===== config.mk =====
export PLATFORM = sky130hd
export DESIGN_NAME = poci_readout_seq
export DESIGN_NICKNAME = d
export VERILOG_FILES = /design/src/rtl/readout_pkg.sv /design/src/rtl/readout_addr_decode.sv /design/src/rtl/poci_readout_seq.sv
export SDC_FILE = /design/constraint.sdc
export NUM_CORES = 1
export LEC_CHECK = 0
export CAP_MARGIN = 25
export CELL_PAD_IN_SITES_DETAIL_PLACEMENT = 0
export CELL_PAD_IN_SITES_GLOBAL_PLACEMENT = 1
export CORE_UTILIZATION = 40
export DETAILED_ROUTE_END_ITERATION = 16
export PLACE_DENSITY = 0.95
export SYNTH_ARGS = -nofsm -noshare
export SYNTH_HDL_FRONTEND = slang
export SYNTH_SLANG_ARGS = --single-unit

===== constraint.sdc =====
create_clock -name spi_clk -period 8.2 [get_ports spi_clk]
set_input_delay 1.23 -clock spi_clk [delete_from_list [all_inputs] [get_ports spi_clk]]
set_output_delay 1.23 -clock spi_clk [all_outputs]
set_load 0.02 [all_outputs]

===== src/rtl/readout_pkg.sv =====
// Shared types and helpers for the POCI readout sequencer: FSM state encoding,
// address-region classification and the channel-register stop-address formula.
package readout_pkg;

    typedef enum logic [1:0] {
        ST_IDLE  = 2'd0,
        ST_SHIFT = 2'd1,
        ST_DONE  = 2'd2
    } readout_state_e;

    typedef enum logic [1:0] {
        RGN_ZERO = 2'd0,
        RGN_SPI  = 2'd1,
        RGN_CH   = 2'd2,
        RGN_NONE = 2'd3
    } readout_region_e;

    function automatic int ch_reg_stop_addr(input int start_addr, input int num_ch,
                                            input int regs_per_ch);
        return start_addr + num_ch * regs_per_ch - 1;
    endfunction

endpackage


===== src/rtl/readout_addr_decode.sv =====
// Combinational register-address decoder: classifies cur_addr into the SPI-core
// window, a channel window (with channel index) or an unmapped region.
module readout_addr_decode
    import readout_pkg::*;
#(
    parameter int ADDR_W            = 7,
    parameter int NUM_CH            = 8,
    parameter int NUM_REGS_PER_CH   = 7,
    parameter int CH_REG_START_ADDR = 12,
    parameter int CH_W              = 3
) (
    input  logic [ADDR_W-1:0] cur_addr,
    output readout_region_e   region,
    output logic [CH_W-1:0]   ch_sel
);

    localparam int CH_REG_STOP_ADDR = ch_reg_stop_addr(CH_REG_START_ADDR, NUM_CH, NUM_REGS_PER_CH);
    localparam logic [ADDR_W-1:0] START_A = ADDR_W'(CH_REG_START_ADDR);
    localparam logic [ADDR_W-1:0] STOP_A  = ADDR_W'(CH_REG_STOP_ADDR);
    localparam logic [ADDR_W-1:0] NREGS_A = ADDR_W'(NUM_REGS_PER_CH);

    logic [ADDR_W-1:0] offset;
    logic [ADDR_W-1:0] idx;

    // Offset is only formed inside the channel window so it can never underflow.
    always_comb begin
        region = RGN_NONE;
        ch_sel = '0;
        offset = '0;
        idx    = '0;
        if (cur_addr == '0) begin
            region = RGN_ZERO;
        end else if (cur_addr < START_A) begin
            region = RGN_SPI;
        end else if (cur_addr <= STOP_A) begin
            region = RGN_CH;
            offset = cur_addr - START_A;
            idx    = offset / NREGS_A;
            ch_sel = CH_W'(idx);
        end
    end

endmodule


===== src/rtl/poci_readout_seq.sv =====
// POCI readout sequencer: steps through register addresses REG_W bits at a time and
// muxes the matching serial source onto poci. Burst auto-increment needs READOUT_BURST_EN.
module poci_readout_seq
    import readout_pkg::*;
#(
    parameter int NUM_CH            = 8,
    parameter int NUM_REGS_PER_CH   = 7,
    parameter int CH_REG_START_ADDR = 12,
    parameter int ADDR_W            = 7,
    parameter int REG_W             = 8,
    localparam int CH_REG_STOP_ADDR = ch_reg_stop_addr(CH_REG_START_ADDR, NUM_CH, NUM_REGS_PER_CH),
    localparam int CH_W             = (NUM_CH > 1) ? $clog2(NUM_CH) : 1
) (
    input  logic              spi_clk,
    input  logic              rst,
    input  logic              cs,
    input  logic [ADDR_W-1:0] addr,
    input  logic              addr_valid,
    input  logic              burst,
    input  logic [NUM_CH-1:0] poci_ch,
    input  logic              poci_spi,
    output logic              poci,
    output logic [ADDR_W-1:0] cur_addr,
    output logic [CH_W-1:0]   ch_sel,
    output logic              busy,
    output logic              ovf
);

    localparam logic [1:0] IDLE  = ST_IDLE;
    localparam logic [1:0] SHIFT = ST_SHIFT;
    localparam logic [1:0] DONE  = ST_DONE;

    localparam int BC_W = (REG_W > 1) ? $clog2(REG_W) : 1;
    localparam logic [BC_W-1:0]   BIT_LAST = BC_W'(REG_W - 1);
    localparam logic [ADDR_W-1:0] ADDR_MAX = '1;

`ifdef READOUT_BURST_EN
    localparam logic BURST_EN = 1'b1;
`else
    localparam logic BURST_EN = 1'b0;
`endif

    generate
        if (CH_REG_STOP_ADDR > (2 ** ADDR_W) - 1) begin : g_addr_range_err
            $error("poci_readout_seq: channel register window exceeds ADDR_W address space");
        end
    endgenerate

    logic [1:0]        state_reg, state_next;
    logic [ADDR_W-1:0] cur_addr_reg, cur_addr_next;
    logic [BC_W-1:0]   bit_cnt_reg, bit_cnt_next;
    logic              burst_q_reg, burst_q_next;
    logic              ovf_reg, ovf_next;

    readout_region_e   region;
    logic [CH_W-1:0]   ch_sel_dec;

    always_comb begin
        state_next    = state_reg;
        cur_addr_next = cur_addr_reg;
        bit_cnt_next  = bit_cnt_reg;
        burst_q_next  = burst_q_reg;
        ovf_next      = ovf_reg;
        if (!cs) begin
            state_next    = IDLE;
            cur_addr_next = '0;
            bit_cnt_next  = '0;
            burst_q_next  = 1'b0;
            ovf_next      = 1'b0;
        end else begin
            case (state_reg)
                IDLE, SHIFT: begin
                    if (addr_valid) begin
                        state_next    = SHIFT;
                        cur_addr_next = addr;
                        bit_cnt_next  = '0;
                        burst_q_next  = burst & BURST_EN;
                    end else if (state_reg == SHIFT) begin
                        bit_cnt_next = (bit_cnt_reg == BIT_LAST) ? '0 : bit_cnt_reg + 1'b1;
                        // End of a register: advance in burst mode, saturating into DONE at the top.
                        if (bit_cnt_reg == BIT_LAST && burst_q_reg) begin
                            if (cur_addr_reg == ADDR_MAX) begin
                                state_next = DONE;
                                ovf_next   = 1'b1;
                            end else begin
                                cur_addr_next = cur_addr_reg + 1'b1;
                            end
                        end
                    end
                end
                DONE: ;
                default: state_next = IDLE;
            endcase
        end
    end

    always_ff @(posedge spi_clk or posedge rst) begin
        if (rst) begin
            state_reg    <= IDLE;
            cur_addr_reg <= '0;
            bit_cnt_reg  <= '0;
            burst_q_reg  <= 1'b0;
            ovf_reg      <= 1'b0;
        end else begin
            state_reg    <= state_next;
            cur_addr_reg <= cur_addr_next;
            bit_cnt_reg  <= bit_cnt_next;
            burst_q_reg  <= burst_q_next;
            ovf_reg      <= ovf_next;
        end
    end

    readout_addr_decode #(
        .ADDR_W           (ADDR_W),
        .NUM_CH           (NUM_CH),
        .NUM_REGS_PER_CH  (NUM_REGS_PER_CH),
        .CH_REG_START_ADDR(CH_REG_START_ADDR),
        .CH_W             (CH_W)
    ) u_addr_decode (
        .cur_addr(cur_addr_reg),
        .region  (region),
        .ch_sel  (ch_sel_dec)
    );

    always_comb begin
        poci = 1'b0;
        if (state_reg == SHIFT) begin
            case (region)
                RGN_SPI: poci = poci_spi;
                RGN_CH:  poci = poci_ch[ch_sel_dec];
                default: poci = 1'b0;
            endcase
        end
    end

    assign cur_addr = cur_addr_reg;
    assign ch_sel   = ch_sel_dec;
    assign busy     = (state_reg == SHIFT);
    assign ovf      = ovf_reg & BURST_EN;

endmodule


==> results.py <==
metrics = {
    "power_and_ir_drop": {
        "power.internal_mw": 0.1352,
        "clkPwrFrac_pct": 22.6,
        "peakVddDrop_v": 0.00009436,
        "p_per_area_nw_per_um2": 119.6,
        "p_comb_share_pct": 52.5,
        "p_seq_share_pct": 24.8,
        "p_total_mw": 0.2217,
        "power.leakage_nw": 0.7233,
        "sw_frac_of_total_pct": 39.00,
        "p_switching_mw": 0.08645,
    },
    "drt": {
        "drt_iter0_drc": 78,
        "wl_per_cell_microns": 13.40,
        "vias": 1533,
        "first_pass_iters": 4,
        "antenna_left": 0,
        "drc": 0,
        "vias_per_cell": 5.785,
        "routed_wl_microns": 3550,
    },
    "setup_path": {
        "end_kind": "output pin",
        "worstPathRequired_ps": 6970,
        "arrival_ps": 5560,
        "critPathBufInv": 2,
        "cp_common_cell": "ha_1",
        "worst-path-stages": 18,
        "crit_path_start_kind": "register",
        "critPathKind": "reg2out",
        "critical_path.cell_chain": "clkinv_1, ha_1, ha_1, nand4b_1, mux2i_1, or2_1, o211ai_1, o21ai_0, ha_1, and2_1, nand2_1, o221ai_1, a211o_1, nand3_1, nor3b_1, o31ai_2, a211oi_2, clkdlybuf4s50_1",
        "r2r_cells": 4,
        "path_max_fanout": 18,
        "worst_path_max_delay_cell": "dfrtp_1",
        "cp_slowest_stage_delay_ps": 710,
        "critPathTopFamily": "adder cells",
    },
    "final_layout": {
        "final_cells": 265,
        "drive_above_1_share_pct": 8.756,
        "fin_nets": 248,
        "largest_register_ffs": 7,
        "num_antenna_cells": 0,
        "area_growth_pct": 21.89,
        "fillers": 360,
    },
    "cts": {
        "holdBufCountCts": 0,
        "root_buffer": "clkbuf_8",
        "cts-htree-levels": 1,
        "clock_sinks": 9,
        "clk_pin_slew_worst_paths_ps": 40,
        "cts_buffer_depth": 2,
        "tritoncts": "built",
        "clk_latency_ps": 230,
        "numCtsBuffers": 3,
        "post_cts_buffers": 0,
        "cts_resized": 0,
    },
    "sta": {
        "fmax_ghz": 0.1472,
        "fin_tns_setup_ps": 0,
        "rsz0062_at_grt": "no",
        "worst_slew_pin_slew_ps": 791.2,
        "finalHoldViolations": 0,
        "fin_skew_ps": 0.5892,
        "period_minus_slack_ps": 6792,
        "period_share_pct": 82.83,
        "setup_viol": 0,
        "maxSlewHeadroom_pct": 47.15,
        "slew_viol_final": 0,
    },
    "synth": {
        "syn_avg_cell_area_sq_um": 7.756,
        "synth_fp_nets": 226,
        "synth_top_family_by_area": "compound AO/OA/AOI/OAI gates",
        "synth-seq-cells": 9,
        "synth_seq_area_share_pct": 14.81,
        "synth_top_area_cell": "dfrtp_1",
        "synth_cell_types": 63,
        "synth_top_cell_area_share_pct": 14.81,
        "synth_simple_gate_area_share_pct": 25.84,
        "synth-async-reset-ratio_pct": 100.0,
        "synthTopCellsByCount": "19 x nand2_1, 12 x a21oi_1, 12 x nor2_1, 11 x inv_1",
        "dominantRegCellSynth": "dfrtp_1",
        "synth-xor-area-share_pct": 1.728,
        "synth_edf_count": 0,
        "synth_top_cells_by_area": "dfrtp_1 15%, ha_1 7.4%, mux2i_1 5.3%, nand2_1 4.7%, a21oi_1 4.0%",
        "synth_most_common_cell": "nand2_1",
        "syn-instance-count": 196,
        "synth-compound-area-share_pct": 36.30,
        "syn_area_sq_um": 1520,
        "synth_fa_ha_area_share_pct": 7.407,
        "yosysWarningCount": 0,
        "muxShareOfSynthArea_pct": 5.267,
    },
    "floorplanning": {
        "start_util_pct": 41.52,
        "rows": 22,
        "core_area_sq_um": 3661,
        "io_pins": 34,
        "dieArea_sq_um": 4051,
        "die_y_microns": 63.65,
        "dieWidth_microns": 63.65,
    },
    "global_route": {
        "antenna_found_initial": 0,
        "globalRoute.totalOverflow": 0,
        "grt_start_max_net_pins": 22,
        "grt_pass1_wl_microns": 6078,
        "grt_pass1_vias": 1350,
        "grt_usage_pct": 18.28,
    },
    "run": {
        "drv_cap": 0,
    },
    "placed_design": {
        "gp_congestion": 0.8732,
        "place_hpwl_microns": 2651,
        "io_buffer_count": 31,
        "place_inst": 261,
    },
    "hold_path": {
        "holdPathStages": 1,
        "min_path_type": "reg2reg",
    },
    "status": {
        "outcome": "completed",
    },
}
-- cells by family after synthesis --
group,after synthesis
AO/OA/AOI/OAI,66
XOR/XNOR,3
adder cells (fa/ha/maj),9
buffers and inverters,26
flip-flops,9
multiplexers,8
other,1
AND/OR/NAND/NOR,74
-- placed cells by master (no fill, tap or decap), types with 3 or more instances in the layout --
cell type        instances
ha_1                     9
mux2i_1                  8
nand3_1                  9
o31a_1                   3
o21a_1                   4
inv_1                   11
nand2_1                 19
nor3_1                   4
o31ai_1                  3
dfrtp_1                  9
nor2b_1                  9
clkdlybuf4s50_1         31
clkbuf_8                 3
o211ai_1                 3
nor3b_1                  3
o221ai_1                 3
o21ai_0                  4
a211oi_1                 5
and2_1                   4
nor2_1                  12
a21oi_1                 12
-- final cells by class --
class	instances	area (sq um)	area share (%)
multi-input cells	161	1167	63.00
repair buffers	31	310.3	16.75
flip-flops and latches	9	225.2	12.15
well taps	48	60.06	3.241
clock buffers	4	45.04	2.431
inverters	12	45.04	2.431
-- worst reg2reg max path, stage by stage, from the launching register on --
cell      delay (ps)
dfrtp_1          710
clkinv_1         450
nor2_1           200
a21oi_1           60
nor2b_1          130
-- stage by stage --
step | worst slack (ps) | cell area [sq um] | hold slack (ps) | util (%)
global route | 1020 | 1853 | 528.1 | 50.62
floorplan | 2556 | 1520 | 445.9 | -
finish | 1408 | 1853 | 486.0 | 50.62
detailed placement | 1727 | 1808 | 485.4 | 49.38
CTS | 1457 | 1853 | 493.9 | 50.62
global placement | 1766 | 1808 | 469.2 | 49.38
-- power by group through the flow --
stage	Clock, mW	Sequential (mW)	Combinational (mW)
final	0.0501	0.0551	0.116
after global routing	0.0550	0.0559	0.129
after CTS	0.0517	0.0550	0.117
after detailed placement	0	0.0556	0.116
after global placement	0	0.0556	0.115
after floorplan	0	0.0519	0.0900
-- layer usage --
metal  GRT usage [%]  vias to the layer above  share of wire, %
met2           30.59                       42                49
met3           1.993                        3               4.1
li1                -                      773                 -
met5               0                        -                 0
met4           4.545                        0              0.28
met1           24.73                      715                46
-- final timing paths --
check,startpoint,slack (ps),end
setup / recovery,cur_addr[2],1410,poci
hold / removal,state_reg[1],490,state_reg[0]
setup reg to reg,cur_addr[2],6580,cur_addr[2]
hold reg to reg,state_reg[1],490,state_reg[0]
max in group asynchronous,rst,6710,cur_addr[0]
min in group asynchronous,rst,1250,cur_addr[6]
Power figures use the tool's default switching activity.
